<file path="src/rtl/mc_control_fsm.sv">
// -----------------------------------------------------------------------------
// mc_control_fsm
//
// Purpose:
//   Control unit for a multi-cycle MIPS datapath. A registered Moore FSM walks
//   each instruction through fetch, decode, execute, memory and writeback
//   steps. It stalls in any memory step until the memory reports mem_ready.
//   addi and j can each be enabled or disabled with a parameter.
//
// Parameters:
//   OPCODE_W  opcode field width (IR[31:26])
//   ALUOP_W   width of the ALUOp bus sent to the ALU decoder
//   EN_ADDI   1 = opcode 001000 (addi) is legal
//   EN_JUMP   1 = opcode 000010 (j) is legal
//   STATE_W   width of the state_o debug output
//
// Ports:
//   clk        rising-edge clock
//   rst_n      asynchronous active-low reset
//   opcode     instruction opcode, looked at only in DECODE
//   mem_ready  memory completes the current access this cycle
//   mem_req    memory access request
//   IorD       memory address select: 0 = PC, 1 = ALUOut
//   MemWrite   store strobe, valid together with mem_req
//   IRWrite    load the instruction register
//   RegDst     register file write address: 1 = rd, 0 = rt
//   MemtoReg   register file write data: 1 = MDR, 0 = ALUOut
//   RegWrite   register file write enable
//   ALUSrcA    ALU A operand: 0 = PC, 1 = regA
//   ALUSrcB    ALU B operand: 00 regB, 01 +4, 10 signext imm, 11 imm<<2
//   ALUOp      00 add, 01 sub, 10 use the funct field
//   Branch     write PC if the ALU zero flag is set
//   PCWrite    unconditional PC write
//   PCSrc      PC source: 00 ALU, 01 ALUOut, 10 jump target
//   instr_done one-cycle pulse on an instruction's final cycle
//   illegal    one-cycle pulse in DECODE for an unsupported opcode
//   state_o    current state encoding (IDLE = 0)
// -----------------------------------------------------------------------------
module mc_control_fsm #(
    parameter int OPCODE_W = 6,
    parameter int ALUOP_W  = 2,
    parameter int EN_ADDI  = 1,
    parameter int EN_JUMP  = 1,
    parameter int STATE_W  = 4
) (
    input  logic                clk,
    input  logic                rst_n,
    input  logic [OPCODE_W-1:0] opcode,
    input  logic                mem_ready,
    output logic                mem_req,
    output logic                IorD,
    output logic                MemWrite,
    output logic                IRWrite,
    output logic                RegDst,
    output logic                MemtoReg,
    output logic                RegWrite,
    output logic                ALUSrcA,
    output logic [1:0]          ALUSrcB,
    output logic [ALUOP_W-1:0]  ALUOp,
    output logic                Branch,
    output logic                PCWrite,
    output logic [1:0]          PCSrc,
    output logic                instr_done,
    output logic                illegal,
    output logic [STATE_W-1:0]  state_o
);

    // -------------------------------------------------------------------------
    // State encodings. IDLE must be zero so that state_o reads 0 in reset.
    // Encodings 13..15 are unused and recover to FETCH.
    // -------------------------------------------------------------------------
    localparam logic [3:0] S_IDLE     = 4'd0;
    localparam logic [3:0] S_FETCH    = 4'd1;
    localparam logic [3:0] S_DECODE   = 4'd2;
    localparam logic [3:0] S_MEMADR   = 4'd3;
    localparam logic [3:0] S_MEM_RD   = 4'd4;
    localparam logic [3:0] S_MEM_WB   = 4'd5;
    localparam logic [3:0] S_MEM_WR   = 4'd6;
    localparam logic [3:0] S_RTYPE_EX = 4'd7;
    localparam logic [3:0] S_ALU_WB   = 4'd8;
    localparam logic [3:0] S_BEQ      = 4'd9;
    localparam logic [3:0] S_ADDI_EX  = 4'd10;
    localparam logic [3:0] S_ADDI_WB  = 4'd11;
    localparam logic [3:0] S_JUMP     = 4'd12;

    // Opcodes
    localparam logic [OPCODE_W-1:0] OP_RTYPE = OPCODE_W'(6'b000000);
    localparam logic [OPCODE_W-1:0] OP_LW    = OPCODE_W'(6'b100011);
    localparam logic [OPCODE_W-1:0] OP_SW    = OPCODE_W'(6'b101011);
    localparam logic [OPCODE_W-1:0] OP_BEQ   = OPCODE_W'(6'b000100);
    localparam logic [OPCODE_W-1:0] OP_ADDI  = OPCODE_W'(6'b001000);
    localparam logic [OPCODE_W-1:0] OP_J     = OPCODE_W'(6'b000010);

    // ALUOp codes
    localparam logic [1:0] ALU_ADD   = 2'b00;
    localparam logic [1:0] ALU_SUB   = 2'b01;
    localparam logic [1:0] ALU_FUNCT = 2'b10;

    // Operand B selects
    localparam logic [1:0] SRCB_REGB  = 2'b00;
    localparam logic [1:0] SRCB_FOUR  = 2'b01;
    localparam logic [1:0] SRCB_IMM   = 2'b10;
    localparam logic [1:0] SRCB_IMMSH = 2'b11;

    // PC sources
    localparam logic [1:0] PC_ALU    = 2'b00;
    localparam logic [1:0] PC_ALUOUT = 2'b01;
    localparam logic [1:0] PC_JUMP   = 2'b10;

    logic [3:0] state_q;
    logic [3:0] state_d;

    // MEMADR has to choose between MEM_RD and MEM_WR after the IR may already
    // hold something else on the opcode lines, so the lw/sw choice is
    // captured in DECODE.
    logic op_sw_q;
    logic op_sw_d;

    // -------------------------------------------------------------------------
    // Opcode classification, meaningful only in DECODE
    // -------------------------------------------------------------------------
    logic is_rtype;
    logic is_lw;
    logic is_sw;
    logic is_beq;
    logic is_addi;
    logic is_jump;
    logic decode_legal;

    assign is_rtype     = (opcode == OP_RTYPE);
    assign is_lw        = (opcode == OP_LW);
    assign is_sw        = (opcode == OP_SW);
    assign is_beq       = (opcode == OP_BEQ);
    assign is_addi      = (opcode == OP_ADDI) && (EN_ADDI != 0);
    assign is_jump      = (opcode == OP_J) && (EN_JUMP != 0);
    assign decode_legal = is_rtype | is_lw | is_sw | is_beq | is_addi | is_jump;

    // -------------------------------------------------------------------------
    // State register
    // -------------------------------------------------------------------------
    always_ff @(posedge clk or negedge rst_n) begin
        if (!rst_n) begin
            state_q <= S_IDLE;
            op_sw_q <= 1'b0;
        end else begin
            state_q <= state_d;
            op_sw_q <= op_sw_d;
        end
    end

    // -------------------------------------------------------------------------
    // Next-state logic
    // -------------------------------------------------------------------------
    always_comb begin
        state_d = S_FETCH;
        op_sw_d = op_sw_q;
        case (state_q)
            S_IDLE: begin
                state_d = S_FETCH;
            end
            S_FETCH: begin
                state_d = mem_ready ? S_DECODE : S_FETCH;
            end
            S_DECODE: begin
                op_sw_d = is_sw;
                if (is_rtype) begin
                    state_d = S_RTYPE_EX;
                end else if (is_lw || is_sw) begin
                    state_d = S_MEMADR;
                end else if (is_beq) begin
                    state_d = S_BEQ;
                end else if (is_addi) begin
                    state_d = S_ADDI_EX;
                end else if (is_jump) begin
                    state_d = S_JUMP;
                end else begin
                    state_d = S_FETCH;
                end
            end
            S_MEMADR: begin
                state_d = op_sw_q ? S_MEM_WR : S_MEM_RD;
            end
            S_MEM_RD: begin
                state_d = mem_ready ? S_MEM_WB : S_MEM_RD;
            end
            S_MEM_WB: begin
                state_d = S_FETCH;
            end
            S_MEM_WR: begin
                state_d = mem_ready ? S_FETCH : S_MEM_WR;
            end
            S_RTYPE_EX: begin
                state_d = S_ALU_WB;
            end
            S_ALU_WB: begin
                state_d = S_FETCH;
            end
            S_BEQ: begin
                state_d = S_FETCH;
            end
            S_ADDI_EX: begin
                state_d = S_ADDI_WB;
            end
            S_ADDI_WB: begin
                state_d = S_FETCH;
            end
            S_JUMP: begin
                state_d = S_FETCH;
            end
            default: begin
                state_d = S_FETCH;
            end
        endcase
    end

    // -------------------------------------------------------------------------
    // Output decode (Moore). The only input-dependent terms are the handshake
    // completions in FETCH and MEM_WR and the illegal flag in DECODE.
    // -------------------------------------------------------------------------
    logic [1:0] alu_op;

    always_comb begin
        mem_req    = 1'b0;
        IorD       = 1'b0;
        MemWrite   = 1'b0;
        IRWrite    = 1'b0;
        RegDst     = 1'b0;
        MemtoReg   = 1'b0;
        RegWrite   = 1'b0;
        ALUSrcA    = 1'b0;
        ALUSrcB    = SRCB_REGB;
        alu_op     = ALU_ADD;
        Branch     = 1'b0;
        PCWrite    = 1'b0;
        PCSrc      = PC_ALU;
        instr_done = 1'b0;
        illegal    = 1'b0;
        case (state_q)
            S_FETCH: begin
                // PC+4 is computed every FETCH cycle but only committed,
                // together with the IR load, on the cycle memory delivers.
                mem_req = 1'b1;
                IorD    = 1'b0;
                ALUSrcA = 1'b0;
                ALUSrcB = SRCB_FOUR;
                alu_op  = ALU_ADD;
                PCSrc   = PC_ALU;
                IRWrite = mem_ready;
                PCWrite = mem_ready;
            end
            S_DECODE: begin
                // Branch target precomputed into ALUOut.
                ALUSrcA = 1'b0;
                ALUSrcB = SRCB_IMMSH;
                alu_op  = ALU_ADD;
                illegal = ~decode_legal;
            end
            S_MEMADR: begin
                ALUSrcA = 1'b1;
                ALUSrcB = SRCB_IMM;
                alu_op  = ALU_ADD;
            end
            S_MEM_RD: begin
                mem_req = 1'b1;
                IorD    = 1'b1;
            end
            S_MEM_WB: begin
                RegWrite   = 1'b1;
                MemtoReg   = 1'b1;
                RegDst     = 1'b0;
                instr_done = 1'b1;
            end
            S_MEM_WR: begin
                mem_req    = 1'b1;
                IorD       = 1'b1;
                MemWrite   = 1'b1;
                instr_done = mem_ready;
            end
            S_RTYPE_EX: begin
                ALUSrcA = 1'b1;
                ALUSrcB = SRCB_REGB;
                alu_op  = ALU_FUNCT;
            end
            S_ALU_WB: begin
                RegWrite   = 1'b1;
                RegDst     = 1'b1;
                MemtoReg   = 1'b0;
                instr_done = 1'b1;
            end
            S_BEQ: begin
                ALUSrcA    = 1'b1;
                ALUSrcB    = SRCB_REGB;
                alu_op     = ALU_SUB;
                Branch     = 1'b1;
                PCSrc      = PC_ALUOUT;
                instr_done = 1'b1;
            end
            S_ADDI_EX: begin
                ALUSrcA = 1'b1;
                ALUSrcB = SRCB_IMM;
                alu_op  = ALU_ADD;
            end
            S_ADDI_WB: begin
                RegWrite   = 1'b1;
                RegDst     = 1'b0;
                MemtoReg   = 1'b0;
                instr_done = 1'b1;
            end
            S_JUMP: begin
                PCWrite    = 1'b1;
                PCSrc      = PC_JUMP;
                instr_done = 1'b1;
            end
            default: begin
                // IDLE and unused encodings: everything stays at 0.
            end
        endcase
    end

    assign ALUOp   = ALUOP_W'(alu_op);
    assign state_o = STATE_W'(state_q);

endmodule

</file>
<file path="config.mk">
export PLATFORM = sky130hd
export DESIGN_NAME = mc_control_fsm
export DESIGN_NICKNAME = d
export VERILOG_FILES = /design/src/rtl/mc_control_fsm.sv
export SDC_FILE = /design/constraint.sdc
export NUM_CORES = 1
export LEC_CHECK = 0
export CORE_UTILIZATION = 42
export DETAILED_ROUTE_END_ITERATION = 8
export PLACE_DENSITY = 0.95
export REMOVE_ABC_BUFFERS = 1
export SETUP_SLACK_MARGIN = 0.15
export SLEW_MARGIN = 20
export SYNTH_ARGS = -nofsm -noshare
export SYNTH_HDL_FRONTEND = slang
export SYNTH_SLANG_ARGS = --single-unit
</file>
<file path="constraint.sdc">
create_clock -name clk -period 1.8 [get_ports clk]
set_clock_uncertainty 0.05 [all_clocks]
set_input_delay 0.27 -clock clk [delete_from_list [all_inputs] [get_ports clk]]
set_output_delay 0.27 -clock clk [all_outputs]
set_load 0.01 [all_outputs]
</file>
==> After elaboration in Yosys (flattened, before gate mapping) <==
Cells that the tools add are included.
{ "op_classes": {"muxes": 25, "eq_ne": 17, "n_bitwise": 6, "n_reduce_logical": 8} }
{ "op_table": {"columns": ["cell", "count"], "rows": [
  ["4-bit one-hot mux with 7 select lines", 1],
  ["4-bit == test (second input constant)", 5],
  ["4-bit two-way mux", 5],
  ["4-bit by 3-bit == test with 1-bit output (second input constant)", 4],
  ["6-bit == test (second input constant)", 2],
  ["1-bit two-way mux", 11],
  ["4-bit by 2-bit == test with 1-bit output (second input constant)", 2],
  ["2-bit one-hot mux with 2 select lines", 2],
  ["6-bit by 2-bit == test with 1-bit output (second input constant)", 1],
  ["6-bit by 3-bit == test with 1-bit output (second input constant)", 1],
  ["6-bit by 4-bit == test with 1-bit output (second input constant)", 1],
  ["6-bit logical NOT", 1],
  ["2-bit one-hot mux with 3 select lines", 1],
  ["3-bit OR reduction", 2],
  ["1-bit OR", 5],
  ["5-bit OR reduction", 1],
  ["4-bit by 1-bit == test with 1-bit output (second input constant)", 1],
  ["2-bit two-way mux", 2],
  ["1-bit one-hot mux with 2 select lines", 2],
  ["2-bit OR reduction", 2],
  ["4-bit OR reduction", 1],
  ["3-bit two-way mux", 1],
  ["1-bit logical OR", 1],
  ["1-bit NOT", 1]
]} }
{ "word_totals": {"output_inout_bits": 22, "input_bits": 9, "ff_bits": 5, "word_cells": 58} }

==> Logic depth before layout (Yosys ltp) <==
{ "depth": {"word_depth": 8, "mapped_depth": 4, "depth_no_buf": 3} }

==> Worst setup path after synthesis <==
OpenSTA, ideal clock, no wires.
{ "synth_path": {"kind": "flip-flop to output port", "startpoint": "reg state_q[2] (netlist: state_o[2])", "endpoint": "out ALUOp[0]", "path_slack_ns": 0.353, "t_required_ns": 1.480, "path_stages_with_launch": 4, "arrival_ns": 1.127, "path_buffers": 1, "cell_sequence": "dfrtp_1 nand2b_2 nor2_1 buf_4"} }
{ "synth_between": {"elab_chain_len": 2, "word_cells_on_any_way": 3, "classes_between": "2 x eq/ne; 1 x mux"} }
{ "synth_rtl": {"columns": ["item", "line_no", "text"], "rows": [
  ["from (decl)", "110", "logic [3:0] state_q;"],
  ["from (signal assigned)", "146", "state_q <= state_d;"],
  ["4-bit == test / 4-bit by 3-bit == test with 1-bit output (equally long branches)", "238", "case (state_q)"],
  ["2-bit one-hot mux with 2 select lines (*)", "238", null],
  ["to (decl)", "59", "output logic [ALUOP_W-1:0] ALUOp,"]
]} }
Every way passes the cells marked *; elsewhere a longest branch is shown, timed or not.

==> Worst setup path in the final report <==
{ "layout_path": {"startpoint": "in opcode[5]", "endpoint": "out illegal"} }
{ "layout_between": {"elab_chain_len": 8, "word_cells_on_any_way": 13, "classes_between": "5 x eq/ne; 1 x mux; 6 x bitwise; 1 x reduce/logical"} }
{ "layout_rtl": {"columns": ["item", "line_no", "text"], "rows": [
  ["from (decl)", "48", "input logic [OPCODE_W-1:0] opcode,"],
  ["6-bit == test / 6-bit logical NOT (equally long branches)", "131, 130", null],
  ["1-bit OR (4 in a row)", "136", "assign decode_legal = is_rtype | is_lw | is_sw | is_beq | is_addi | is_jump;"],
  ["1-bit OR (*)", "136", null],
  ["1-bit NOT (*)", "256", "illegal = ~decode_legal;"],
  ["1-bit two-way mux (*)", "238", null],
  ["to (decl)", "64", "output logic illegal,"]
]} }
Marks and branches as above.

==> key figures <==
Worst setup path
  – CP Capture Type: primary output
  – WP data required: ~1.5 ns
  – WS Path Type: input pin to primary output
  – Startpoint Class: input pin
  – WP data arrival: approximately 1.6 ns
  – Crit path from: opcode[5]
  – Worst r2r src: state_o[3]
  – Worst-path maximum fanout: 4

STA
  – Setup ws final: -0.1250 ns
  – RSZ-0062 raised after global routing: true
  – Actual slew at the worst max-slew pin: about 0.31 ns
  – Final period util: 106.9%
  – Minimum clock period after layout: about 1.9 ns
  – Final Hold Vio Count: 0
  – Worst hold margin: a little under 0.2 ns
  – Finish-stage setup viols: 7
  – Fin Setup TNS: -0.4441 ns
  – Slew HR: 79.30%
  – Max Fclk: 519.5 MHz
  – Slew Limit Fails: 0

Die
  – Die Wd: 40.83 µm
  – Core area: approximately 0.0014 mm²
  – Die Footprint: roughly 0.0017 mm²
  – Ports: 31
  – Die height: roughly 41 µm
  – # rows: 13
  – Initial core utilization: between 40% and 50%

Synth
  – Synth Warn #: 0
  – Yosys cell types: 41
  – Synth Area in XOR/XNOR: about 1.4%
  – Synth Area in Compound Gates: a little under a quarter
  – EDFF count, synth: 0
  – Area leader, netlist: dfrtp_1
  – Ranking of synthesized cells by area: dfrtp_1 (20%), nor2_1 (5.3%), nand2b_1 (4.9%)
  – Syn_area_per_cell: 8.014 µm²
  – Adder-Cell Fraction of Synth Area: 0%
  – Top-area cell type share of the netlist area: about a fifth
  – Most common cell in the netlist: nor2_1
  – Prevailing post-synth register cell: dfrtp_1
  – Fraction of the mapped netlist area in simple logic gates: 42.69%
  – Mapped Area: roughly 630 µm²
  – Synthesized flop and latch total: 5
  – Main combinational cell family by area after synthesis: simple AND/OR/NAND/NOR gates
  – Commonest cells post-synth: nor2_1 (9), dfrtp_1 (5), nand2_1 (5), nand2b_1 (5), buf_4 (4)
  – Mux share of post-synthesis cell area: 3.162%
  – Ys async rst share: 100.0%
  – Seq/Total Area, Yosys: 19.76%
  – Post-synthesis instance total: 79

CTS
  – Worst skew pair latency: approximately 0.28 ns
  – CTS tree: done
  – CTS root buf: clkbuf_4
  – Max clock buf depth: 2
  – CTS Hold Bufs: 0
  – H-tree levels: 1
  – Clock Pin Slew Worst Setup and Hold Paths: 0.06 ns
  – TritonCTS Buffers: 3
  – CTS Sinks: 5

Power
  – PwrDens: roughly 1400 mW/mm²
  – Total Power: roughly 1.8 mW
  – VDD IR max: 0.0008964 V
  – Leak: between 0.6 and 0.7 nW

Placed design
  – Place WS: -0.4255 ns
  – Number of port buffers: 30
  – Gpl congestion: 0.8692
  – Placed cell count: roughly 140
  – Dpl hpwl: around 1800 µm

Route
  – Drc violations: 0
  – Met2 WL post-DR: 1816 µm
  – Routed WL per cell: around 25 µm
  – Final ANT Viol Nets: 0
  – Vias post-DR: 1063
  – Wl on met1: around 1400 µm
  – DR WL met3: just under 500 µm
  – Initial DRC Count: 59
  – Vias per Instance: about 6.6
  – WL final: 3971 µm
  – Max Used Layer: met4
  – Pre-antenna DRT Iters: 6

Cells and area
  – Layout area overhead: 105.5%
  – Ant. Diodes: 0
  – Filler Cell Count: 27
  – Final std cells w/o fill: 162
  – Share of layout cells above drive strength 1: 60.54%
  – Final #Nets: 157

Job
  – Max-cap viol count: 0

GRT
  – Largest net degree at the start of global routing: 11
  – Global-route wire length before repair: about 3800 µm
  – Initial antenna violation count: 0
  – GRT Resource Usage Total: around 37%
  – Vias in the first global route: approximately 800
  – Gr ovfl total: 0

Min path
  – Hold Crit Class: input pin to asynchronous set/reset pin

Run status
  – Failing checks: setup timing
  – Status: complete, but fails checks
[through the flow]
step | instance area, µm² | util, %
floorplan | 586.8 | -
global placement | 1099 | 81.37
detailed placement | 1099 | 81.37
CTS | 1215 | 89.99
global route | 1301 | 96.39
finish | 1301 | 96.39
[cell type report]
type / instances / area (µm²) / share of cell area, %
Tap cell: 15 / 18.77 / 1.442
Inverter: 3 / 13.76 / 1.058
Multi-Input combinational cell: 65 / 535.5 / 41.15
Timing Repair Buffer: 70 / 576.8 / 44.33
Clock buffer: 4 / 26.28 / 2.019
Sequential cell: 5 / 130.1 / 10.00
[sequential cells by signal, summed over array words and instances, names as in the netlist]
signal and count:
op_sw_q 1, state_o 4
[worst max-delay path, cell delays in order]
cell	delay [ns]
clkdlybuf4s50_1	0.50
nor4_1	0.35
o21ai_0	0.14
and3_1	0.20
buf_2	0.13
[what timing repair did]
item	CTS	global route
resized for setup	87	21
endpoints found under the setup margin	22	18
pin swaps	5	8
cloned	0	1
buffers inserted	9	6
[where the power goes]
part | switching (mW) | internal, mW | leakage (nW)
Clock | 0.0762 | 0.0858 | 0.0150
Combinational | 0.705 | 0.696 | 0.554
Sequential | 0.0842 | 0.157 | 0.0595
[metal layers]
layer | up-vias | track usage, %
li1 | 418 | -
met1 | 479 | 38.89
met2 | 125 | 59.38
met3 | 41 | 15.22
met4 | 0 | 21.67
met5 | - | 0
[path summary, 6_finish.rpt]
check	endpoint	slack, ns	cells past startpoint
max reg2reg	op_sw_q	0.15	7
min	state_o[3]	0.20	1
min in group clk	op_sw_q	0.58	2
max in group asynchronous	state_o[1]	1.24	1
max	illegal	-0.13	5
min reg2reg	op_sw_q	0.58	2
[cells in the final DEF (no fill, tap or decap), types with 2 or more instances in the layout]
| cell | instances |
|---|---|
| nor2b_4 | 3 |
| dfrtp_2 | 4 |
| o21ai_1 | 3 |
| o211ai_1 | 2 |
| nand3_1 | 2 |
| nand2_1 | 3 |
| buf_6 | 8 |
| nand2_2 | 2 |
| buf_2 | 13 |
| dlygate4sd2_1 | 6 |
| nand2b_1 | 3 |
| buf_4 | 31 |
| nor2_1 | 6 |
| clkdlybuf4s50_1 | 6 |
| nand2b_4 | 3 |
| mux2i_1 | 2 |
| nor2_4 | 2 |
| inv_1 | 2 |
| nand4_1 | 2 |
| a21boi_2 | 2 |
| clkdlybuf4s15_2 | 5 |
| clkbuf_4 | 3 |
| o21ai_0 | 2 |
| and2b_1 | 2 |
[cell families (layout without fill, tap and decap cells)]
| family | Yosys count | count (layout) |
|---|---|---|
| AO/OA/AOI/OAI | 20 | 20 |
| XOR/XNOR | 1 | 1 |
| multiplexers | 2 | 2 |
| flip-flops | 5 | 5 |
| AND/OR/NAND/NOR | 42 | 42 |
| buffers and inverters | 9 | 77 |
No activity file was read; power rests on OpenSTA's default activity.
==> RTL edit 1 (same flow settings) <==
`STATE_W`: 4 -> 5.
--- a/src/rtl/mc_control_fsm.sv
+++ b/src/rtl/mc_control_fsm.sv
@@ -43,3 +43,3 @@
     parameter int EN_JUMP  = 1,
-    parameter int STATE_W  = 4
+    parameter int STATE_W  = 5
 ) (
Ports: changed (resized state_o); port bits go from 31 to 32. The function was not compared with the original's and may differ.
==> RTL edit 1 against the original RTL <==
Synthesized area shrank 3.6%. The flow now stops in 4_1_cts.
==> RTL edit 1: results (changes against the original RTL) <==
run_status:
  lastStage: "4_1_cts"
  status: "did not finish"
  tool.error: "[ERROR DPL-0038] Utilization greater than 100%, impossible to legalize"
yosys:
  synth-main-ff-cell: "dfrtp_1"
  synthTopCellsByArea: "dfrtp_1 20%, nor2_1 6.1%, nand2b_1 5.1%"
  synth.avg_cell_area_um2: 7.63  # -4.8%
  yosys_register_bits: 5  # unchanged
  ys_types: 37  # -9.8%
  ys_seq_area_share_pct: 20.5  # +0.73 points
  synth_warnings: 0  # unchanged
  ys_async_sr_fraction_pct: 100  # unchanged
  synthTopCellsByCount: "10 x nor2_1, 5 x dfrtp_1, 5 x nand2b_1"
cts:
  cts_buffer_depth: 2  # unchanged
  cts_resized: 109  # +25%
  cts_setup_buffers: 18  # +9
  cts_inserted_buffers: 3  # unchanged
  cts-root-buf: "clkbuf_4"
  htreeDepth: 1  # unchanged
placement:
  place_hpwl_um: 1830  # +4.2%
  gp_congestion: 0.849  # -2.3%
  place_inst: 143  # +0.70%
  io_buffers: 30  # unchanged
  place_ws_ns: -0.460  # -0.0348 ns
  postPlaceCellArea_um2: 1100  # +0.11%
-- RTL edit 1: cell families after synthesis --
logic type / synth area share, %
simple gates: 38.7
compound gates: 23.6
buf+inv: 10.0
flops: 20.5
mux: 5.12
xor+xnor: 1.43
other cells: 0.614
-- RTL edit 1: per-stage QoR --
step	setup TNS, ns	hold WS [ns]
3_5_place_dp	-1.54	0.453
3_3_place_gp	-0.991	0.443
2_1_floorplan	0	-0.0756
==> RTL edit 2 (same flow settings) <==
Made on the original files. `EN_ADDI`: 1 -> 0. Comments in the files are not updated.
--- a/src/rtl/mc_control_fsm.sv
+++ b/src/rtl/mc_control_fsm.sv
@@ -41,3 +41,3 @@
     parameter int ALUOP_W  = 2,
-    parameter int EN_ADDI  = 1,
+    parameter int EN_ADDI  = 0,
     parameter int EN_JUMP  = 1,
Behaviour: not the same (a bounded check fails within 4 cycles, from zero or initial values and one cycle with rst_n low).
==> RTL edit 2 against the original RTL <==
The run now fails in 5_1_grt. Synthesized area fell by 2.6%.
==> RTL edit 2: results (changes against the original RTL) <==
run_status:
  status: "did not finish"
  lastStage: "5_1_grt"
  tool.error: "[ERROR GRT-0232] Routing congestion too high. Check the congestion heatmap in the GUI."
cts:
  cts_inserted_buffers: 3  # unchanged
  htreeDepth: 1  # unchanged
  cts.sinks: 5  # unchanged
  cts-root-buf: "clkbuf_4"
  cts_buffer_depth: 2  # unchanged
yosys:
  synth_warnings: 0  # unchanged
  synth_xor_area_share_pct: 1.42  # +0.036 points
  synth_compound_area_share_pct: 21.5  # -2.4 points
  synthTopCellsByArea: "dfrtp_1 20%, buf_4 7.3%, nor2_1 6.1%"
  synthAdderAreaFrac_pct: 0  # unchanged
  yosys-mux-area-fraction_pct: 5.07  # +1.9 points
  ys_async_sr_fraction_pct: 100  # unchanged
  synthTopCellsByCount: "10 x nor2_1, 6 x buf_4, 5 x dfrtp_1, 5 x o21ai_0"
  ys_seq_area_share_pct: 20.3  # +0.52 points
  ys_types: 38  # -7.3%
placement:
  io_buffers: 30  # unchanged
  gp_congestion: 0.834  # -4.0%
  place_hpwl_um: 1870  # +6.5%
grt:
  overflow: 15
  track_usage_pct: 72.4
  grt_max_degree: 10
[RTL edit 2: cell types whose count changed after synthesis, sizes merged, moves of 2 or more]
cell    unedited run  this run
inv                3         1
and2b              2         0
nand2b             6         4
o211ai             3         0
buf                6         9
and3               2         0
or3                0         2
[RTL edit 2: what timing repair did]
| action | in CTS |
|---|---|
| buffers inserted | 14 |
| gates resized for setup | 106 |
| pin swaps | 12 |
| setup endpoints to repair | 24 |
[RTL edit 2: through the flow]
| stage | TNS, ns | setup slack [ns] | cells | cell area [µm²] |
|---|---|---|---|---|
| after floorplan | -0.173 | -0.147 | 67 | 551 |
| after global placement | -1.76 | -0.303 | 136 | 1050 |
| after detailed placement | -3.04 | -0.391 | 136 | 1050 |
| after CTS | -0.0742 | -0.0742 | 154 | 1200 |
[RTL edit 2: cells by family after synthesis]
| group | Yosys count |
|---|---|
| muxes | 3 |
| and+or+nand+nor | 38 |
| buffers and inverters | 10 |
| AOI/OAI and AO/OA | 19 |
| xor gates and xnor gates | 1 |
| DFF | 5 |
[RTL edit 2: metal layers]
| layer | GRT usage (%) | overflow |
|---|---|---|
| met2 | 92.1 | 9 |
| met5 | 0 | 0 |
| met1 | 70.2 | 0 |
| met4 | 85.8 | 6 |
| met3 | 49.4 | 0 |
